`src/rtl/cp_pkg.sv`:
```
// Shared types and default constants for the charge-pump comparator readout.
package cp_pkg;

    localparam int CP_CNT_W   = 8;
    localparam int CP_TIMEOUT = 200;
    localparam int CP_FILT_N  = 3;

    typedef enum logic [1:0] {
        ST_IDLE    = 2'd0,
        ST_PRECHG  = 2'd1,
        ST_MEASURE = 2'd2,
        ST_DONE    = 2'd3
    } cp_state_e;

endpackage

```
`src/rtl/cp_sync2.sv`:
```
// Two-flop synchroniser bringing the asynchronous comparator output into clk.
module cp_sync2 (
    input  logic clk,
    input  logic rst,
    input  logic d_i,
    output logic q_o
);

    logic meta_q;
    logic sync_q;

    always_ff @(posedge clk or posedge rst) begin
        if (rst) begin
            meta_q <= 1'b0;
            sync_q <= 1'b0;
        end else begin
            meta_q <= d_i;
            sync_q <= meta_q;
        end
    end

    assign q_o = sync_q;

endmodule

```
`src/rtl/cp_readout.sv`:
```
// Charge-pump readout: counts cycles from end of precharge to comparator trip.
// Optional trip glitch filter enabled by defining CP_READOUT_FILTER_EN.
module cp_readout
    import cp_pkg::*;
#(
    parameter int CNT_W   = CP_CNT_W,
    parameter int TIMEOUT = CP_TIMEOUT,
    parameter int FILT_N  = CP_FILT_N
) (
    input  logic             clk,
    input  logic             reset,
    input  logic             preChrg,
    input  logic             cmp,
    input  logic             ack,
    output logic [CNT_W-1:0] code,
    output logic             valid,
    output logic             timeout,
    output logic             busy
);

    // Elaboration-time guards: the counter must never need to wrap.
    if (TIMEOUT > (2 ** CNT_W) - 1) begin : g_bad_timeout
        $error("cp_readout: TIMEOUT does not fit in CNT_W bits");
    end
    if (FILT_N < 1) begin : g_bad_filt
        $error("cp_readout: FILT_N must be at least 1");
    end

    logic cmp_s;
    logic cmp_f;

    cp_sync2 u_sync (
        .clk (clk),
        .rst (reset),
        .d_i (cmp),
        .q_o (cmp_s)
    );

`ifdef CP_READOUT_FILTER_EN
    localparam int RUN_W = (FILT_N > 1) ? $clog2(FILT_N) : 1;
    localparam logic [RUN_W-1:0] RUN_MAX = RUN_W'(FILT_N - 1);

    logic [RUN_W-1:0] run_q;

    always_ff @(posedge clk or posedge reset) begin
        if (reset) begin
            run_q <= '0;
        end else if (!cmp_s) begin
            run_q <= '0;
        end else if (run_q != RUN_MAX) begin
            run_q <= run_q + RUN_W'(1);
        end
    end

    assign cmp_f = cmp_s && (run_q == RUN_MAX);
`else
    assign cmp_f = cmp_s;
`endif

    localparam logic [CNT_W-1:0] TIMEOUT_C = CNT_W'(TIMEOUT);

    cp_state_e        state_q, state_d;
    logic [CNT_W-1:0] cnt_q, cnt_d;
    logic [CNT_W-1:0] code_q, code_d;
    logic             valid_q, valid_d;
    logic             tout_q, tout_d;
    logic             busy_q, busy_d;

    always_comb begin
        state_d = state_q;
        cnt_d   = cnt_q;
        code_d  = code_q;
        valid_d = valid_q;
        tout_d  = tout_q;
        case (state_q)
            ST_IDLE: begin
                if (preChrg) state_d = ST_PRECHG;
            end
            ST_PRECHG: begin
                cnt_d = '0;
                if (!preChrg) state_d = ST_MEASURE;
            end
            ST_MEASURE: begin
                // Trip outranks timeout, so a trip on the last count reports code=TIMEOUT.
                if (preChrg) begin
                    state_d = ST_PRECHG;
                    cnt_d   = '0;
                end else if (cmp_f) begin
                    state_d = ST_DONE;
                    code_d  = cnt_q;
                    tout_d  = 1'b0;
                    valid_d = 1'b1;
                end else if (cnt_q == TIMEOUT_C) begin
                    state_d = ST_DONE;
                    code_d  = TIMEOUT_C;
                    tout_d  = 1'b1;
                    valid_d = 1'b1;
                end else begin
                    cnt_d = cnt_q + CNT_W'(1);
                end
            end
            ST_DONE: begin
                if (ack) begin
                    valid_d = 1'b0;
                    tout_d  = 1'b0;
                    state_d = ST_IDLE;
                end
            end
            default: state_d = ST_IDLE;
        endcase
        busy_d = (state_d == ST_PRECHG) || (state_d == ST_MEASURE);
    end

    always_ff @(posedge clk or posedge reset) begin
        if (reset) begin
            state_q <= ST_IDLE;
            cnt_q   <= '0;
            code_q  <= '0;
            valid_q <= 1'b0;
            tout_q  <= 1'b0;
            busy_q  <= 1'b0;
        end else begin
            state_q <= state_d;
            cnt_q   <= cnt_d;
            code_q  <= code_d;
            valid_q <= valid_d;
            tout_q  <= tout_d;
            busy_q  <= busy_d;
        end
    end

    assign code    = code_q;
    assign valid   = valid_q;
    assign timeout = tout_q;
    assign busy    = busy_q;

endmodule

```
`config.mk`:
```
export PLATFORM = sky130hd
export DESIGN_NAME = cp_readout
export DESIGN_NICKNAME = d
export VERILOG_FILES = /design/src/rtl/cp_pkg.sv /design/src/rtl/cp_sync2.sv /design/src/rtl/cp_readout.sv
export SDC_FILE = /design/constraint.sdc
export NUM_CORES = 1
export LEC_CHECK = 0
export CORE_ASPECT_RATIO = 1.1
export CORE_MARGIN = 2
export CORE_UTILIZATION = 25
export CTS_CLUSTER_SIZE = 30
export DETAILED_ROUTE_END_ITERATION = 10
export MAX_ROUTING_LAYER = met4
export PLACE_DENSITY_LB_ADDON = 0.05
export SYNTH_ARGS = -nofsm -noshare
export SYNTH_HDL_FRONTEND = slang
export SYNTH_HIERARCHICAL = 1
export SYNTH_SLANG_ARGS = --single-unit
```
`constraint.sdc`:
```
create_clock -name clk -period 1.75 [get_ports clk]
set_input_delay 0.2625 -clock clk [delete_from_list [all_inputs] [get_ports clk]]
set_output_delay 0.2625 -clock clk [all_outputs]
set_load 0.01 [all_outputs]
```
==> summary.txt, run 1 <==
CTS
  – Cell at the root of the clock tree: clkbuf_8
  – # hold bufs at CTS: 0
  – H-tree level count: 1
  – Number of buffers inserted by post-CTS setup repair: 0
  – Clock-pin slew reported for the worst setup and hold paths after clock tree synthesis: 0.09 ns
  – Clock latency of the later-clocked register in the worst-skew pair: 0.26 ns
  – Clock Sinks: 23
  – TritonCTS clock tree: built
  – Clock Path Buffers: 2
  – TritonCTS Buffers: 3

STA
  – Relative slew slack: 0.6990
  – Number of endpoints failing setup at the final stage: 0
  – Clock skew: 0.001713 ns
  – Final count of pins violating max slew: 0
  – Highest achievable clock rate: 608.0 MHz
  – Unrepaired setup endpoints after global routing: false
  – Hold slack final: 0.1629 ns
  – Final hold violation count: 0
  – Portion of the clock cycle consumed by the worst path in the final layout: 0.9399
  – Actual slew at the worst max-slew pin: 0.4509 ns
  – Clock period minus worst slack: 1.645 ns

Logic synthesis
  – EDFF count, synth: 0
  – Prevailing post-synth register cell: dfrtp_1
  – Yosys synthesis warning count: 6
  – Ranking of synthesized cells by area: dfrtp_1 (49%), nand2_1 (4.5%), a22o_1 (4.5%)
  – Top cell type's share of synthesized area: 0.4899
  – Syn avg cell area: 10.13 um2
  – Most frequent cell after synthesis: dfrtp_1
  – Sequential-to-total area share from yosys stat: 0.4899
  – #FFs+latches synth: 23
  – Syn nets: 123
  – Number of distinct library cell variants in the gate-level netlist after synthesis: 39
  – Post-synth design cell area: 1175 um2
  – Most common library cells after synthesis: dfrtp_1 (23), nand2_1 (14), nor2_1 (9)
  – Fraction of synthesis flops using an asynchronous set or reset pin: 1.000
  – Synth Instances: 116
  – Cell taking the most area after synthesis: dfrtp_1

Flow run
  – Reported max-cap violation count: 0

Placement
  – Buffers on Ports: 15
  – Placer Congestion: 0.7626
  – HPWL after detailed placement: 2177 um

Layout
  – Fraction of final layout cells sized beyond drive strength 1: 0.1761
  – Finished Core Util: 0.3320
  – Final Net Count: 150
  – Diodes inserted: 0
  – Area occupied by registers: 575.6 um2
  – Layout Area Growth over Synthesis: 29.61%
  – Multi-input gate area in the final layout: 533.0 um2
  – Number of fill cells: 475

Routing
  – Remaining number of nets flagged by the antenna check after routing: 0
  – DR DRC count: 0
  – Vias after detailed routing: 978
  – Routed length per instance: 14.76 um
  – Drt via density: 4.939
  – DRT Wirelength: 2923 um
  – Number of iterations in the first detailed-routing pass: 4
  – Number of DRC markers in iteration 0: 37

Power
  – Static leakage: 0.0006775 uW
  – VDD IR max: 0.4041 mV
  – P per Cell Area: 1095 nW/um2

Floorplanning
  – Chip width: 69.36 um
  – Floorplan Core Area: 4587 um2
  – Total Die Area: 5264 um2
  – Die Height: 75.90 um
  – Site Rows: 26
  – Initial core utilization: 0.2561
  – I/O pin count: 16

GRT
  – Vias in the first global route: 1007
  – Total global-route track usage: 0.1220
  – Number of antenna violations at the first check in global routing: 0
  – Wire length of the first global-routing pass: 4988 um
  – Grt ovf: 0
  – Pin count of the biggest net entering global routing: 14

Setup path
  – Data arrival time of the critical path: 1.80 ns
  – Worst flop-to-flop path startpoint: cnt_q[1]$_DFFE_PP0P_
  – Capturing element type of the critical path: flip-flop
  – Largest driver fanout on the critical path: 7
  – Critical setup path kind: flip-flop to flip-flop
  – Critical path launch point type: flip-flop
  – CP Data Required Time: 1.91 ns
  – Start point of the critical path: cnt_q[1]$_DFFE_PP0P_

Hold path
  – Type of the most critical hold path: input port to asynchronous set/reset pin

Run status
  – Status: complete, no violations
[what timing repair did]
item                                    CTS  global route
endpoints found under the hold margin     0             0
resized for setup                         0             2
endpoints found under the setup margin    0             6
[through the flow]
stage	power (uW)	area, um2	cells	setup TNS [ns]	worst slack [ns]
5_1_grt	1787	1523	198	0	0.007730
6_report	1667	1523	198	0	0.1053
3_3_place_gp	1346	1471	194	-0.002870	-0.001692
3_5_place_dp	1340	1471	194	-0.1311	-0.02995
2_1_floorplan	1034	1175	116	0	0.1609
4_1_cts	1686	1518	198	0	0.01461
[critical path, stage by stage (launching register included)]
cell and delay [ns]:
dfrtp_1 0.38, inv_1 0.08, ha_2 0.18, and4bb_2 0.29
a31oi_4 0.13, or2_4 0.29, a22o_1 0.19
[per-layer routing]
layer	share of wire	vias to the layer above	global-route usage
met5	0	-	-
met4	0.019	0	0.05882
met3	0.041	4	0.01862
met2	0.48	27	0.1875
met1	0.46	477	0.1571
li1	-	470	-
[layout by cell type (no fill, tap or decap), types with 2 or more instances in the layout]
cell,synthesis,final
dfrtp_1,23,23
nand2_1,14,14
clkdlybuf4s50_1,0,15
o21ai_0,6,6
buf_4,0,14
inv_1,6,6
mux2i_1,4,4
o22a_1,3,3
nand3_1,5,5
nand4b_1,2,2
a22o_1,6,6
nand4_1,2,2
and2_1,2,2
nor2_1,9,9
a21oi_1,3,3
clkbuf_8,0,3
[power by group]
| group | internal (uW) | leakage, uW | switching [uW] |
|---|---|---|---|
| sequential | 635 | 0.000301 | 94.8 |
| clock | 159 | 0.0000255 | 179 |
| combinational | 311 | 0.000351 | 287 |
[state kept, by name (all words and copies together) (netlist names)]
register / cells
cnt_q: 8
u_sync/meta_q: 1
code: 8
valid: 1
busy: 1
timeout: 1
state_q: 2
u_sync/q_o: 1
[worst paths after layout]
check / slack, ns / cells after the start / endpoint
min reg2reg: 0.36 / 0 / u_sync/q_o$_DFF_PP0_
max reg2reg: 0.11 / 6 / code[1]$_DFFE_PP0P_
min: 0.16 / 2 / u_sync/meta_q$_DFF_PP0_
max in group asynchronous: 1.01 / 3 / valid$_DFFE_PP0P_
max: 0.11 / 6 / code[1]$_DFFE_PP0P_
min in group clk: 0.36 / 0 / u_sync/q_o$_DFF_PP0_
[cell families (layout without fill, tap and decap cells)]
group | after synthesis | in the layout | synth area share
AOI/OAI and AO/OA | 27 | 27 | 0.1821
buffers and inverters | 14 | 40 | 0.06070
muxes | 4 | 4 | 0.03408
DFF | 23 | 23 | 0.4899
and+or+nand+nor | 46 | 46 | 0.2119
adders and majority gates | 2 | 2 | 0.02130
[area by class of cell]
| cell class | count | share of cell area |
|---|---|---|
| flip-flops and latches | 23 | 0.3780 |
| multi-input cells | 79 | 0.3500 |
| repair buffers | 30 | 0.1808 |
| well taps | 56 | 0.04601 |
| clock buffers | 3 | 0.02712 |
| inverters | 6 | 0.01479 |
| clock inverters | 1 | 0.003287 |
No activity file was read; power rests on OpenSTA's default activity.
==> inputs of run 2 (changes only) <==
Settings changed: DONT_BUFFER_PORTS from default to 1, SKIP_CTS_REPAIR_TIMING from default to 1.
==> summary.txt, run 2 (same netlist as run 1, synthesis figures left out) <==
Run status
  – Status: complete, no violations

Routing
  – DRT Wirelength: 2980 um (+2.0%)
  – Routed length per instance: 16.74 um (+13%)
  – Remaining number of nets flagged by the antenna check after routing: 0 (unchanged)
  – Number of DRC markers in iteration 0: 52 (+41%)
  – Vias after detailed routing: 876 (-10%)
  – Number of iterations in the first detailed-routing pass: 4 (unchanged)
  – DR DRC count: 0 (unchanged)
  – Drt via density: 4.921 (-0.37%)

STA
  – Portion of the clock cycle consumed by the worst path in the final layout: 0.9396 (about the same)
  – Highest achievable clock rate: 608.2 MHz (about the same)
  – Setup TNS: 0 ns (unchanged)
  – Final hold violation count: 0 (unchanged)
  – Actual slew at the worst max-slew pin: 0.4983 ns (+0.04735 ns)
  – Hold slack final: 0.08965 ns (-0.07322 ns)
  – Unrepaired setup endpoints after global routing: false
  – Relative slew slack: 0.6678 (-0.03124)
  – Number of endpoints failing setup at the final stage: 0 (unchanged)
  – Clock skew: 0.002977 ns (+0.001264 ns)
  – Final count of pins violating max slew: 0 (unchanged)
  – Clock period minus worst slack: 1.644 ns (-0.0004430 ns)
  – Setup slack of the critical path after layout: 0.1057 ns (+0.0004430 ns)

GRT
  – Pin count of the biggest net entering global routing: 22 (+8)
  – Vias in the first global route: 906 (-10%)
  – Grt ovf: 0 (unchanged)
  – Wire length of the first global-routing pass: 4823 um (-3.3%)
  – Total global-route track usage: 0.1195 (-0.002538)
  – Number of antenna violations at the first check in global routing: 0 (unchanged)

Setup path
  – Capturing element type of the critical path: flip-flop
  – Data arrival time of the critical path: 1.80 ns (about the same)
  – Critical path launch point type: flip-flop
  – Largest driver fanout on the critical path: 4 (-3)
  – Critical setup path kind: flip-flop to flip-flop
  – CP Data Required Time: 1.91 ns (about the same)

Floorplanning
  – Die Height: 75.90 um (unchanged)
  – I/O pin count: 16 (unchanged)
  – Floorplan Core Area: 4587 um2 (unchanged)
  – Chip width: 69.36 um (unchanged)
  – Initial core utilization: 0.2561 (unchanged)
  – Site Rows: 26 (unchanged)
  – Total Die Area: 5264 um2 (unchanged)

Power
  – Final total power: 1520 uW (-8.8%)
  – P per Cell Area: 1144 nW/um2 (+4.5%)
  – Static leakage: 0.0005927 uW (-13%)
  – VDD IR max: 0.3911 mV (-3.2%)

Layout
  – Post-route design area: 1329 um2 (-13%)
  – Fraction of final layout cells sized beyond drive strength 1: 0.1557 (-0.02032)
  – Diodes inserted: 0 (unchanged)
  – Commonest non-fill, non-tap cells in the layout: dfrtp_1 (23), nand2_1 (14), nor2_1 (9)
  – Final Net Count: 130 (-13%)
  – Number of fill cells: 487 (+2.5%)
  – Most common library cell in the layout ignoring fill and taps: dfrtp_1
  – Layout Area Growth over Synthesis: 13.10%

Placement
  – Buffers on Ports: 0 (-15)
  – Placement Setup Slack: 0.03978 ns (+0.06973 ns)
  – Area after detailed placement: 1256 um2 (-15%)
  – Placer Congestion: 0.7494 (-1.7%)
  – HPWL after detailed placement: 2115 um (-2.9%)

CTS
  – Clock Sinks: 23 (unchanged)
  – TritonCTS clock tree: built
  – Clock latency of the later-clocked register in the worst-skew pair: 0.26 ns (about the same)
  – Cell at the root of the clock tree: clkbuf_8
  – Clock Path Buffers: 2 (unchanged)
  – H-tree level count: 1 (unchanged)
  – Clock-pin slew reported for the worst setup and hold paths after clock tree synthesis: 0.09 ns (about the same)
  – TritonCTS Buffers: 3 (unchanged)

Flow run
  – Reported max-cap violation count: 0 (unchanged)

Hold path
  – Type of the most critical hold path: input port to flip-flop
run 2: final timing paths:
kind                                      endpoint  cells after the start               startpoint  slack (ns)
setup / recovery              cnt_q[2]$_DFFE_PP0P_                      6     cnt_q[1]$_DFFE_PP0P_        0.11
hold / removal                state_q[0]$_DFF_PP0_                      1                      ack        0.09
setup reg to reg              cnt_q[2]$_DFFE_PP0P_                      6     cnt_q[1]$_DFFE_PP0P_        0.11
hold reg to reg               u_sync/q_o$_DFF_PP0_                      0  u_sync/meta_q$_DFF_PP0_        0.36
max in group asynchronous           busy$_DFF_PP0_                      3                    reset        1.03
min in group asynchronous  u_sync/meta_q$_DFF_PP0_                      2                    reset        0.30
run 2: worst max-delay path, cell delays in order, from the launching register on:
cell and delay, ns:
dfrtp_1 0.43, inv_2 0.07, ha_1 0.13, and4bb_2 0.29
a311oi_1 0.10, a311o_1 0.34, a22o_1 0.19
run 2: area by class of cell:
type	count	area (um2)	area share
Timing Repair Buffer	10	80.08	0.06026
Inverter	6	22.52	0.01695
Clock inverter	1	5.005	0.003766
Clock buffer	3	41.29	0.03107
Tap cell	56	70.07	0.05273
Sequential cell	23	575.6	0.4331
Multi-Input combinational cell	79	534.3	0.4021
run 2: layer usage:
metal | wire, um | track usage | vias up
met5 | 0 | - | -
met4 | 24 | 0.04118 | 0
met3 | 95 | 0.02660 | 2
met2 | 1407 | 0.1837 | 15
met1 | 1452 | 0.1555 | 432
li1 | - | - | 427
run 2: power breakdown:
| part | switching [uW] | internal (uW) |
|---|---|---|
| registers | 161 | 635 |
| clock network | 183 | 159 |
| logic | 215 | 166 |
| total | 559 | 961 |
run 2: metrics by stage:
stage	std cells	utilization
2_1_floorplan	116	-
3_3_place_gp	172	0.2739
3_5_place_dp	172	0.2739
4_1_cts	176	0.2840
5_1_grt	178	0.2897
6_report	178	0.2897
==> inputs of run 3 (changes only) <==
Settings changed: GPL_ROUTABILITY_DRIVEN from default to 1.
==> results of run 3 <==
The final DEF is identical to that of run 2; final timing and power are the same.
